==> src/rtl/cpu_pkg.sv <==
// Shared CPU definitions: opcodes (incl. sequencer control ops), ALU codes,
// instruction field slices and the program-sequencer state encoding.
package cpu_pkg;

  localparam int DEPTH   = 16;
  localparam int ADDR_W  = 4;
  localparam int INSTR_W = 16;

  localparam int OPC_HI  = 15;
  localparam int OPC_LO  = 12;
  localparam int R1_HI   = 11;
  localparam int R1_LO   = 8;
  localparam int BYTE_HI = 7;
  localparam int BYTE_LO = 0;
  localparam int TGT_HI  = 3;
  localparam int TGT_LO  = 0;

  // 0100-0111 are the R-level slots reused for sequencer-internal control flow
  typedef enum logic [3:0] {
    OP_ADD  = 4'b0000,
    OP_SUB  = 4'b0001,
    OP_AND  = 4'b0010,
    OP_OR   = 4'b0011,
    OP_JMP  = 4'b0100,
    OP_JC   = 4'b0101,
    OP_LOOP = 4'b0110,
    OP_SETL = 4'b0111,
    OP_INC  = 4'b1000,
    OP_DEC  = 4'b1001,
    OP_XOR  = 4'b1010,
    OP_NOT  = 4'b1011,
    OP_MOV  = 4'b1100,
    OP_LDB  = 4'b1101,
    OP_SHL  = 4'b1110,
    OP_NOP  = 4'b1111
  } opcode_t;

  typedef enum logic [2:0] {
    ALU_ADD, ALU_SUB, ALU_AND, ALU_OR, ALU_XOR, ALU_NOT, ALU_INC, ALU_DEC
  } alu_op_t;

  typedef enum logic [2:0] {
    S_IDLE, S_FETCH, S_DECODE, S_ISSUE, S_DONE, S_HOLD
  } seq_state_t;

  function automatic opcode_t opc_of(logic [INSTR_W-1:0] w);
    return opcode_t'(w[OPC_HI:OPC_LO]);
  endfunction

endpackage

==> src/rtl/prog_mem.sv <==
// Program store: one write port, registered read port, array not reset.
module prog_mem #(
  parameter int DEPTH  = 16,
  parameter int ADDR_W = 4,
  parameter int W      = 16
) (
  input  logic              clk,
  input  logic              we,
  input  logic [ADDR_W-1:0] waddr,
  input  logic [W-1:0]      wdata,
  input  logic              re,
  input  logic [ADDR_W-1:0] raddr,
  output logic [W-1:0]      rdata
);

  logic [W-1:0] mem [DEPTH];

  always_ff @(posedge clk) begin
    if (we) mem[waddr] <= wdata;
    if (re) rdata <= mem[raddr];
  end

endmodule

==> src/rtl/prog_sequencer.sv <==
// Program-store sequencer feeding the datapath over valid/ready; runs JMP/JC/
// LOOP/SETL internally. Optional SEQ_SINGLE_STEP_EN adds a step input + HOLD.
module prog_sequencer
  import cpu_pkg::*;
#(
  parameter int DEPTH_P   = DEPTH,
  parameter int ADDR_W_P  = ADDR_W,
  parameter int INSTR_W_P = INSTR_W
) (
  input  logic                 clk,
  input  logic                 rst,
  input  logic                 clear,
  input  logic                 load_valid,
  input  logic [INSTR_W_P-1:0] load_data,
  output logic                 load_ready,
  input  logic                 start,
  input  logic                 halt_req,
  output logic                 issue_valid,
  output logic [INSTR_W_P-1:0] issue_instr,
  input  logic                 issue_ready,
  input  logic                 carry_in,
  output logic                 busy,
  output logic                 done,
  output logic                 err,
  output logic [ADDR_W_P-1:0]  pc
`ifdef SEQ_SINGLE_STEP_EN
  ,
  input  logic                 step
`endif
);

  seq_state_t            state, state_n;
  logic [ADDR_W_P:0]     prog_len;
  logic [ADDR_W_P-1:0]   pc_n;
  logic [7:0]            loop_cnt, loop_cnt_n;
  logic                  halt_pend;
  logic [INSTR_W_P-1:0]  instr;
  logic                  err_set, issue_load;
  logic                  clear_ok, start_ok, load_fire;
  logic                  halt;
  logic [ADDR_W_P:0]     pc_inc;
  logic                  seq_end;
  logic [ADDR_W_P-1:0]   tgt;
  logic                  tgt_bad;
  seq_state_t            fetch_st;

  assign busy       = (state == S_FETCH) || (state == S_DECODE) || (state == S_ISSUE);
  assign load_ready = (state == S_IDLE) && (prog_len < (ADDR_W_P+1)'(DEPTH_P));
  assign clear_ok   = clear && ((state == S_IDLE) || (state == S_DONE));
  assign start_ok   = (state == S_IDLE) && start && !clear;
  assign load_fire  = load_valid && load_ready && !clear_ok;
  assign halt       = halt_req || halt_pend;
  assign pc_inc     = {1'b0, pc} + (ADDR_W_P+1)'(1);
  assign seq_end    = (pc_inc == prog_len);
  assign tgt        = instr[TGT_HI:TGT_LO];
  assign tgt_bad    = ({1'b0, tgt} >= prog_len);

  // Every path into FETCH goes through here so single-step can gate it
`ifdef SEQ_SINGLE_STEP_EN
  assign fetch_st = step ? S_FETCH : S_HOLD;
`else
  assign fetch_st = S_FETCH;
`endif

  prog_mem #(.DEPTH(DEPTH_P), .ADDR_W(ADDR_W_P), .W(INSTR_W_P)) u_mem (
    .clk   (clk),
    .we    (load_fire),
    .waddr (prog_len[ADDR_W_P-1:0]),
    .wdata (load_data),
    .re    (state == S_FETCH),
    .raddr (pc),
    .rdata (instr)
  );

  always_comb begin
    state_n    = state;
    pc_n       = pc;
    loop_cnt_n = loop_cnt;
    err_set    = 1'b0;
    issue_load = 1'b0;
    case (state)
      S_IDLE: begin
        if (start_ok) begin
          if (prog_len != '0) begin
            state_n = fetch_st;
            pc_n    = '0;
          end else begin
            state_n = S_DONE;
          end
        end
      end
      S_FETCH: state_n = halt ? S_IDLE : S_DECODE;
      S_DECODE: begin
        if (halt) begin
          state_n = S_IDLE;
        end else begin
          case (opc_of(instr))
            OP_JMP, OP_JC, OP_LOOP: begin
              if ((opc_of(instr) == OP_JMP) ||
                  (opc_of(instr) == OP_JC && carry_in) ||
                  (opc_of(instr) == OP_LOOP && loop_cnt != 8'd0)) begin
                if (tgt_bad) begin
                  err_set = 1'b1;
                  state_n = S_IDLE;
                end else begin
                  pc_n    = tgt;
                  state_n = fetch_st;
                  if (opc_of(instr) == OP_LOOP) loop_cnt_n = loop_cnt - 8'd1;
                end
              end else begin
                pc_n    = pc_inc[ADDR_W_P-1:0];
                state_n = seq_end ? S_DONE : fetch_st;
              end
            end
            OP_SETL: begin
              loop_cnt_n = instr[BYTE_HI:BYTE_LO];
              pc_n       = pc_inc[ADDR_W_P-1:0];
              state_n    = seq_end ? S_DONE : fetch_st;
            end
            default: begin
              issue_load = 1'b1;
              state_n    = S_ISSUE;
            end
          endcase
        end
      end
      S_ISSUE: begin
        if (issue_ready) begin
          pc_n = pc_inc[ADDR_W_P-1:0];
          if (halt)         state_n = S_IDLE;
          else if (seq_end) state_n = S_DONE;
          else              state_n = fetch_st;
        end
      end
      S_DONE: state_n = S_IDLE;
      S_HOLD: begin
`ifdef SEQ_SINGLE_STEP_EN
        if (halt_req)  state_n = S_IDLE;
        else if (step) state_n = S_FETCH;
`else
        state_n = S_IDLE;
`endif
      end
      default: state_n = S_IDLE;
    endcase
  end

  always_ff @(posedge clk or posedge rst) begin
    if (rst) begin
      state       <= S_IDLE;
      pc          <= '0;
      prog_len    <= '0;
      loop_cnt    <= '0;
      issue_valid <= 1'b0;
      issue_instr <= '0;
      done        <= 1'b0;
      err         <= 1'b0;
      halt_pend   <= 1'b0;
    end else begin
      state    <= state_n;
      pc       <= pc_n;
      loop_cnt <= loop_cnt_n;

      if (issue_load) begin
        issue_valid <= 1'b1;
        issue_instr <= instr;
      end else if (issue_valid && issue_ready) begin
        issue_valid <= 1'b0;
      end

      // A halt seen while stalled in ISSUE must survive until the handshake
      if (state_n == S_IDLE)     halt_pend <= 1'b0;
      else if (busy && halt_req) halt_pend <= 1'b1;

      if (clear_ok)       prog_len <= '0;
      else if (load_fire) prog_len <= prog_len + (ADDR_W_P+1)'(1);

      if (clear_ok)               done <= 1'b0;
      else if (state_n == S_DONE) done <= 1'b1;
      else if (start_ok)          done <= 1'b0;

      if (clear_ok)      err <= 1'b0;
      else if (err_set)  err <= 1'b1;
      else if (start_ok) err <= 1'b0;
    end
  end

endmodule

==> config.mk <==
export PLATFORM = sky130hd
export DESIGN_NAME = prog_sequencer
export DESIGN_NICKNAME = d
export VERILOG_FILES = /design/src/rtl/cpu_pkg.sv /design/src/rtl/prog_mem.sv /design/src/rtl/prog_sequencer.sv
export SDC_FILE = /design/constraint.sdc
export NUM_CORES = 1
export LEC_CHECK = 0
export CAP_MARGIN = 20
export CORE_ASPECT_RATIO = 0.7
export CORE_UTILIZATION = 42
export DETAILED_ROUTE_END_ITERATION = 10
export PLACE_DENSITY_LB_ADDON = 0.05
export SYNTH_ARGS = -nofsm -noshare
export SYNTH_HDL_FRONTEND = slang
export SYNTH_SLANG_ARGS = --single-unit
==> constraint.sdc <==
create_clock -name clk -period 3.8 [get_ports clk]
set_input_delay 0.38 -clock clk [delete_from_list [all_inputs] [get_ports clk]]
set_output_delay 0.38 -clock clk [all_outputs]
set_load 0.03 [all_outputs]
======== Word level (Yosys, flattened, before mapping) ========
Memory sizes are Yosys's and may differ from the RTL's. A register that Yosys moved wholly into a read port is not among the register bits.
Cells that the tools add are included.
W data, S select, Z words.
storage, ports and cells
  bits in registers ....................... 40
  memories ................................ 1
  logic and storage cells ................. 112
  bits in writable memories ............... 256
memories
  memory     depth  bits a word  read ports  clocked after memory_dff  write ports  line            text
  u_mem.mem  16     16           1           1                         1            prog_mem.sv:16  logic [W-1:0] mem [DEPTH];
operators by class
  order comparisons ....................... 2
  add/subtract/negate cells ............... 3
  bitwise logic cells ..................... 1
  multiplexer cells ....................... 44
  reductions and logical operators ........ 33
  equal/unequal tests ..................... 19
operator list
  operator               number
  $mux W4                6
  $mux W8                3
  $mux W3                7
  $mux W1                20
  $eq A4 B3 Y1 const B   4
  $pmux W8 S2            1
  $ne A2 B2 Y1 const B   6
  $pmux W3 S4            1
  $pmux W4 S3            1
  $logic_and A1 B1 Y1    10
  $mux W5                2
  $reduce_bool A3 Y1     3
  $pmux W4 S2            1
  $reduce_bool A2 Y1     4
  $reduce_bool A8 Y1     1
  $sub A8 B1 Y8 const B  1
  $reduce_and A7 Y1      1
  $eq A3 B2 Y1 const B   2
  $eq A3 B3 Y1 const B   2
  $logic_not A3 Y1       2
  $logic_or A1 B1 Y1     6
  $pmux W3 S2            1
  $reduce_and A6 Y1      1
  $add A4 B1 Y5 const B  1
  14 further kinds       15

======== Depth between registers and ports, before layout ========
  word-level depth ........................ 11
  depth in mapped cells ................... 8
  depth with buffers taken out ............ 7

======== Cells and area by module ========
Synthesis repeated with hierarchy kept, for this count alone.
unflattened totals
  cell total of the unflattened synthesis .. 672
  area total of the unflattened synthesis .. 12497.0 µm²
modules (own cells, without submodules)
  module          times used  seq. area each (µm²)  cells each  area an instance (µm²)
  prog_mem        1           8167.8                432         10202.3
  prog_sequencer  1           1001.0                240         2294.7

======== Worst setup path after synthesis ========
OpenSTA, ideal clock, no wires.
  path kind ............................... reg2reg
  from .................................... register state[1]
  to ...................................... memory u_mem.mem[3][0], enable pin
  path slack .............................. 0.313 ns
  setup time .............................. 0.409 ns
  arrival ................................. 3.077 ns
  required time ........................... 3.391 ns
  stages on the path, launching flop included .. 7
  path through ............................ dfrtp_1 buf_1 nor4_2 nand2_1 nor2_1 nand2_1 nor3_1
on the way
  elaborated cells on any way between the ends .. 10
  classes of those cells .................. eq/ne: 1; mux: 2; reduce/logical: 7
RTL lines
  element                           line                   text
  start, declared                   prog_sequencer.sv:32   seq_state_t state, state_n;
  start signal, assigned            prog_sequencer.sv:160  state <= state_n;
  $logic_not A3 Y1                  prog_sequencer.sv:48   assign load_ready = (state == S_IDLE) && (prog_len < (ADDR_W_P+1)'(DEPTH_P));
  $logic_and A1 B1 Y1               prog_sequencer.sv:48
  via load_ready                    prog_sequencer.sv:15   output logic load_ready,
  $logic_and A1 B1 Y1 (2 in a row)  prog_sequencer.sv:51   assign load_fire = load_valid && load_ready && !clear_ok;
  $mux W1                           prog_mem.sv:19         if (we) mem[waddr] <= wdata;
  $mux W1 (not written as such)     prog_mem.sv:19
  end, declared                     prog_mem.sv:16
The timed path passes the listed nets, and every way through them passes these cells.

======== Worst setup path after layout ========
  from .................................... register state[1]
  to ...................................... memory u_mem.mem[15][6], enable pin
on the way
  longest elaborated chain between the ends .. 7
  elaborated cells on any way between the ends .. 10
  classes of those cells .................. eq/ne: 1; mux: 2; reduce/logical: 7
RTL lines
  element                                                  line                                        text
  $eq A3 B3 Y1 / $logic_not A3 Y1 (equally long branches)  prog_sequencer.sv:49, prog_sequencer.sv:48
  $logic_or A1 B1 Y1                                       prog_sequencer.sv:49                        assign clear_ok = clear && ((state == S_IDLE) || (state == S_DONE));
  $logic_and A1 B1 Y1                                      prog_sequencer.sv:49
  $logic_not A1 Y1                                         prog_sequencer.sv:51
  $logic_and A1 B1 Y1 (*)                                  prog_sequencer.sv:51
  $mux W1 (*)                                              prog_mem.sv:19
  $mux W1 (not written as such) (*)                        prog_mem.sv:19
Mark *: on every way between the ends. The rest lies on a longest branch, timed or not.

==> summary.md <==
| Metric | Value |
|---|---|
| Status | complete, no violations |
| Fin crit share | 0.7644 |
| CTS root buffer | clkbuf_16 |
| Via-to-Cell Ratio | 5.648 |
| Switching part of the total power | 0.2765 |
| Routed vias | 6354 |
| Reg clk slew, reported paths | 60 ps |
| Number of global-route vias before repair | between 6000 and 7000 |
| Die Ht | between 100 and 150 um |
| Total GRT Usage | 0.1997 |
| NumNets Final | 759 |
| Ys flop type | edfxtp_1 |
| Post-CTS sizing | 0 |
| Top cells by count, synth | edfxtp_1, mux4_2, dfrtp_1 |
| Worst slew pin tran | slightly below 1000 ps |
| Clk pwr share | 0.322 |
| Synth Cell Area | 0.01261 mm2 |
| Ant. Diodes | 0 |
| Starting Density | 0.4316 |
| Worst R2R Setup Slack | ~900 ps |
| Syn nets | a little under 700 |
| Simple-gate share of the synthesized area | 0.04496 |
| Antenna Nets Post-Route | 0 |
| RePlAce Congestion | between 0.8 and 0.9 |
| Worst path arrival time | 3090 ps |
| Max Root-Sink Buffers | 3 |
| Power per standard cell area | 636.3 mW/mm2 |
| Total net switching power | 2591 uW |
| Critical path required time | 3990 ps |
| Initial antenna violation count | 0 |
| Critical-path cell list | nor4_2 -> nand2_1 -> nor2_1 -> nand2_1 -> nor2_2 |
| CP endpoint kind | flop |
| DIE AREA | 0.03072 mm2 |
| Final Core Density | 0.5041 |
| Detail Placement HPWL | 18780 um |
| Pin count of the biggest net entering global routing | 43 |
| Setup crit start kind | flop |
| Share of post-route cells with drive strength above 1 | 0.2637 |
| # rows | 52 |
| Hold Path Class | in2async |
| Multiplexer share of the synthesized area | 0.1586 |
| Die W | 209.1 um |
| TritonCTS Buffers | 31 |
| Syn avg cell area | around 19 um2 |
| WS Path Type | reg2reg |
| First-pass GRT wire length | 44260 um |
| CTS sink count | 312 |
| Ys Warns | 0 |
| Post-synthesis adder-cell area fraction | 0.009925 |
| CTS tree | yes |
| Synth Instances | 647 |
| Synth-to-layout area growth | 16.81% |
| Maximum VDD drop | 356.5 uV |
| Number of port buffers | 48 |
| Count leader, synth | edfxtp_1 |
| R2R Path End | u_mem.mem[15][6] |
| Synth Register Bits | 312 |
| Top area cells in the synthesized netlist | edfxtp_1, mux4_2, dfrtp_1 |
| Relative max-transition margin | 0.3440 |
| WL final | 29670 um |
| Remaining DRCs | 0 |
| Worst-path maximum fanout | 16 |
| Xor/xnor cell area share of the yosys netlist | 0.005558 |
| Sequential share of the synthesized area | 0.7273 |
| Synth async-reset ratio | 0.1282 |
| # hold bufs at CTS | 0 |
| Synth Area in Compound Gates | 0.03722 |
| Length in cells of the worst reg-to-reg path | 5 |
| Core area | between 0.02 and 0.03 mm2 |
| Max stage delay on crit path | 810 ps |
| Post-CTS setup buffers | 0 |
| Setup TNS | 0 ps |
| Leak | 0.004775 uW |
| Peak Freq | 0.3443 GHz |
| Final worst path period need | 2905 ps |
| Worst-Skew Late Latency | around 570 ps |
| Top-Level Pins | 49 |
| Combinational share of power | 0.215 |
| TritonRoute pass-1 iters | 5 |
| Max-Cap Viols | 0 |
| Final setup vio count | 0 |
| RSZ-0062 raised after global routing | false |
| R2R Path Start | state[1] |
| Routed length per instance | 26.37 um |
| Grt total ovfl | 0 |
| Max Transition Viols Final | 0 |
| Distinct cells, synth | 66 |
| Cell taking the most area after synthesis | edfxtp_1 |
| Main combinational cell family by area after synthesis | multiplexers |
| First DRT Iteration DRCs | 428 |
| Most frequent CP cell | nand2_1 |
| Number of synthesized flops with an enable pin | 272 |
| H-tree depth | 1 |
| Cell Int Power | 6779 uW |
| CP max-delay cell | nor2_2 |
| Synth top area share | 0.6479 |
| Share of total power in sequential cells | 0.463 |
| Final hold vios | 0 |
| Setup Skew | 8.251 ps |
[stage by stage]
| stage | cell area (um2) | setup WS, ps | instances | hold slack (ps) | power, uW |
|---|---|---|---|---|---|
| floorplan | 12610 | 313.4 | 647 | 455.5 | 5719 |
| global placement | 13630 | 805.9 | 1065 | 467.7 | 6435 |
| detailed placement | 13680 | 750.8 | 1067 | 474.1 | 6466 |
| CTS | 14670 | 719.4 | 1122 | 254.5 | 9487 |
| global route | 14730 | 669.7 | 1125 | 294.1 | 9770 |
| finish | 14730 | 895.4 | 1125 | 265.5 | 9370 |
[registers in the layout, indices dropped and copies added (netlist names), 3 cells and up]
name         count
issue_instr     16
prog_len         5
u_mem.rdata     16
pc               4
u_mem.mem      256
loop_cnt         8
state            3
[metal layers]
metal  GRT usage  vias to the layer above  part of all wire
li1            -                     2784                 -
met3     0.03121                       47             0.044
met4     0.04816                        0             0.021
met2      0.3158                      187              0.47
met1      0.2928                     3336              0.47
met5           0                        -                 0
[cell families after synthesis]
group | after synthesis
flip-flops | 312
AND/OR/NAND/NOR | 108
multiplexers | 98
AO/OA/AOI/OAI | 64
buffers and inverters | 47
adder cells (fa/ha/maj) | 10
XOR/XNOR | 8
[worst max path at each step]
stage / slack (ps) / start / end
2_1_floorplan: 310 / state[1] / u_mem.mem[3][0]
3_3_place_gp: 810 / state[1] / u_mem.mem[10][7]
3_5_place_dp: 750 / state[1] / u_mem.mem[6][4]
4_1_cts: 720 / state[1] / u_mem.mem[6][4]
5_1_grt: 670 / u_mem.rdata[0] / loop_cnt[1]
6_report: 900 / state[1] / u_mem.mem[15][6]
[critical path: cells and delay by family (launching register included)]
kind / cells / cell delay, ps
simple gates: 5 / 1990
flops: 1 / 530
[cell usage in the layout, fill, tap and decap left out, types with 3 or more instances in the layout]
master	count
mux2_2	13
ha_1	10
clkinv_1	8
nor2_2	12
clkbuf_16	31
xnor2_1	6
buf_4	21
nand2b_1	6
dfrtp_1	38
o21ai_0	13
nor2_1	27
nor3_1	5
buf_8	3
bufinv_16	4
clkbuf_1	3
a31oi_1	4
edfxtp_1	272
nor3_2	4
clkinv_2	7
o31ai_1	4
a21oi_1	13
a41oi_1	3
inv_1	17
clkdlybuf4s50_1	48
mux2i_1	4
nand3_1	7
mux4_2	80
nand2_1	22
a2bb2oi_1	4
[power by group through the flow]
stage	sequential, uW	combinational, uW	clock [uW]
final	4340	2010	3020
after detailed placement	4420	2040	0
after floorplan	4360	1360	0
after global placement	4410	2030	0
after CTS	4350	2050	3090
after global routing	4390	2170	3220
[area by class of cell]
type	count	area [um2]
fillers	2328	14490
repair buffers	74	738.2
clock buffers	34	787.0
multi-input cells	288	3281
clock inverters	21	206.4
inverters	18	67.56
well taps	378	473.0
flip-flops and latches	312	9174
Note: power is estimated with default switching activity, not from simulation.
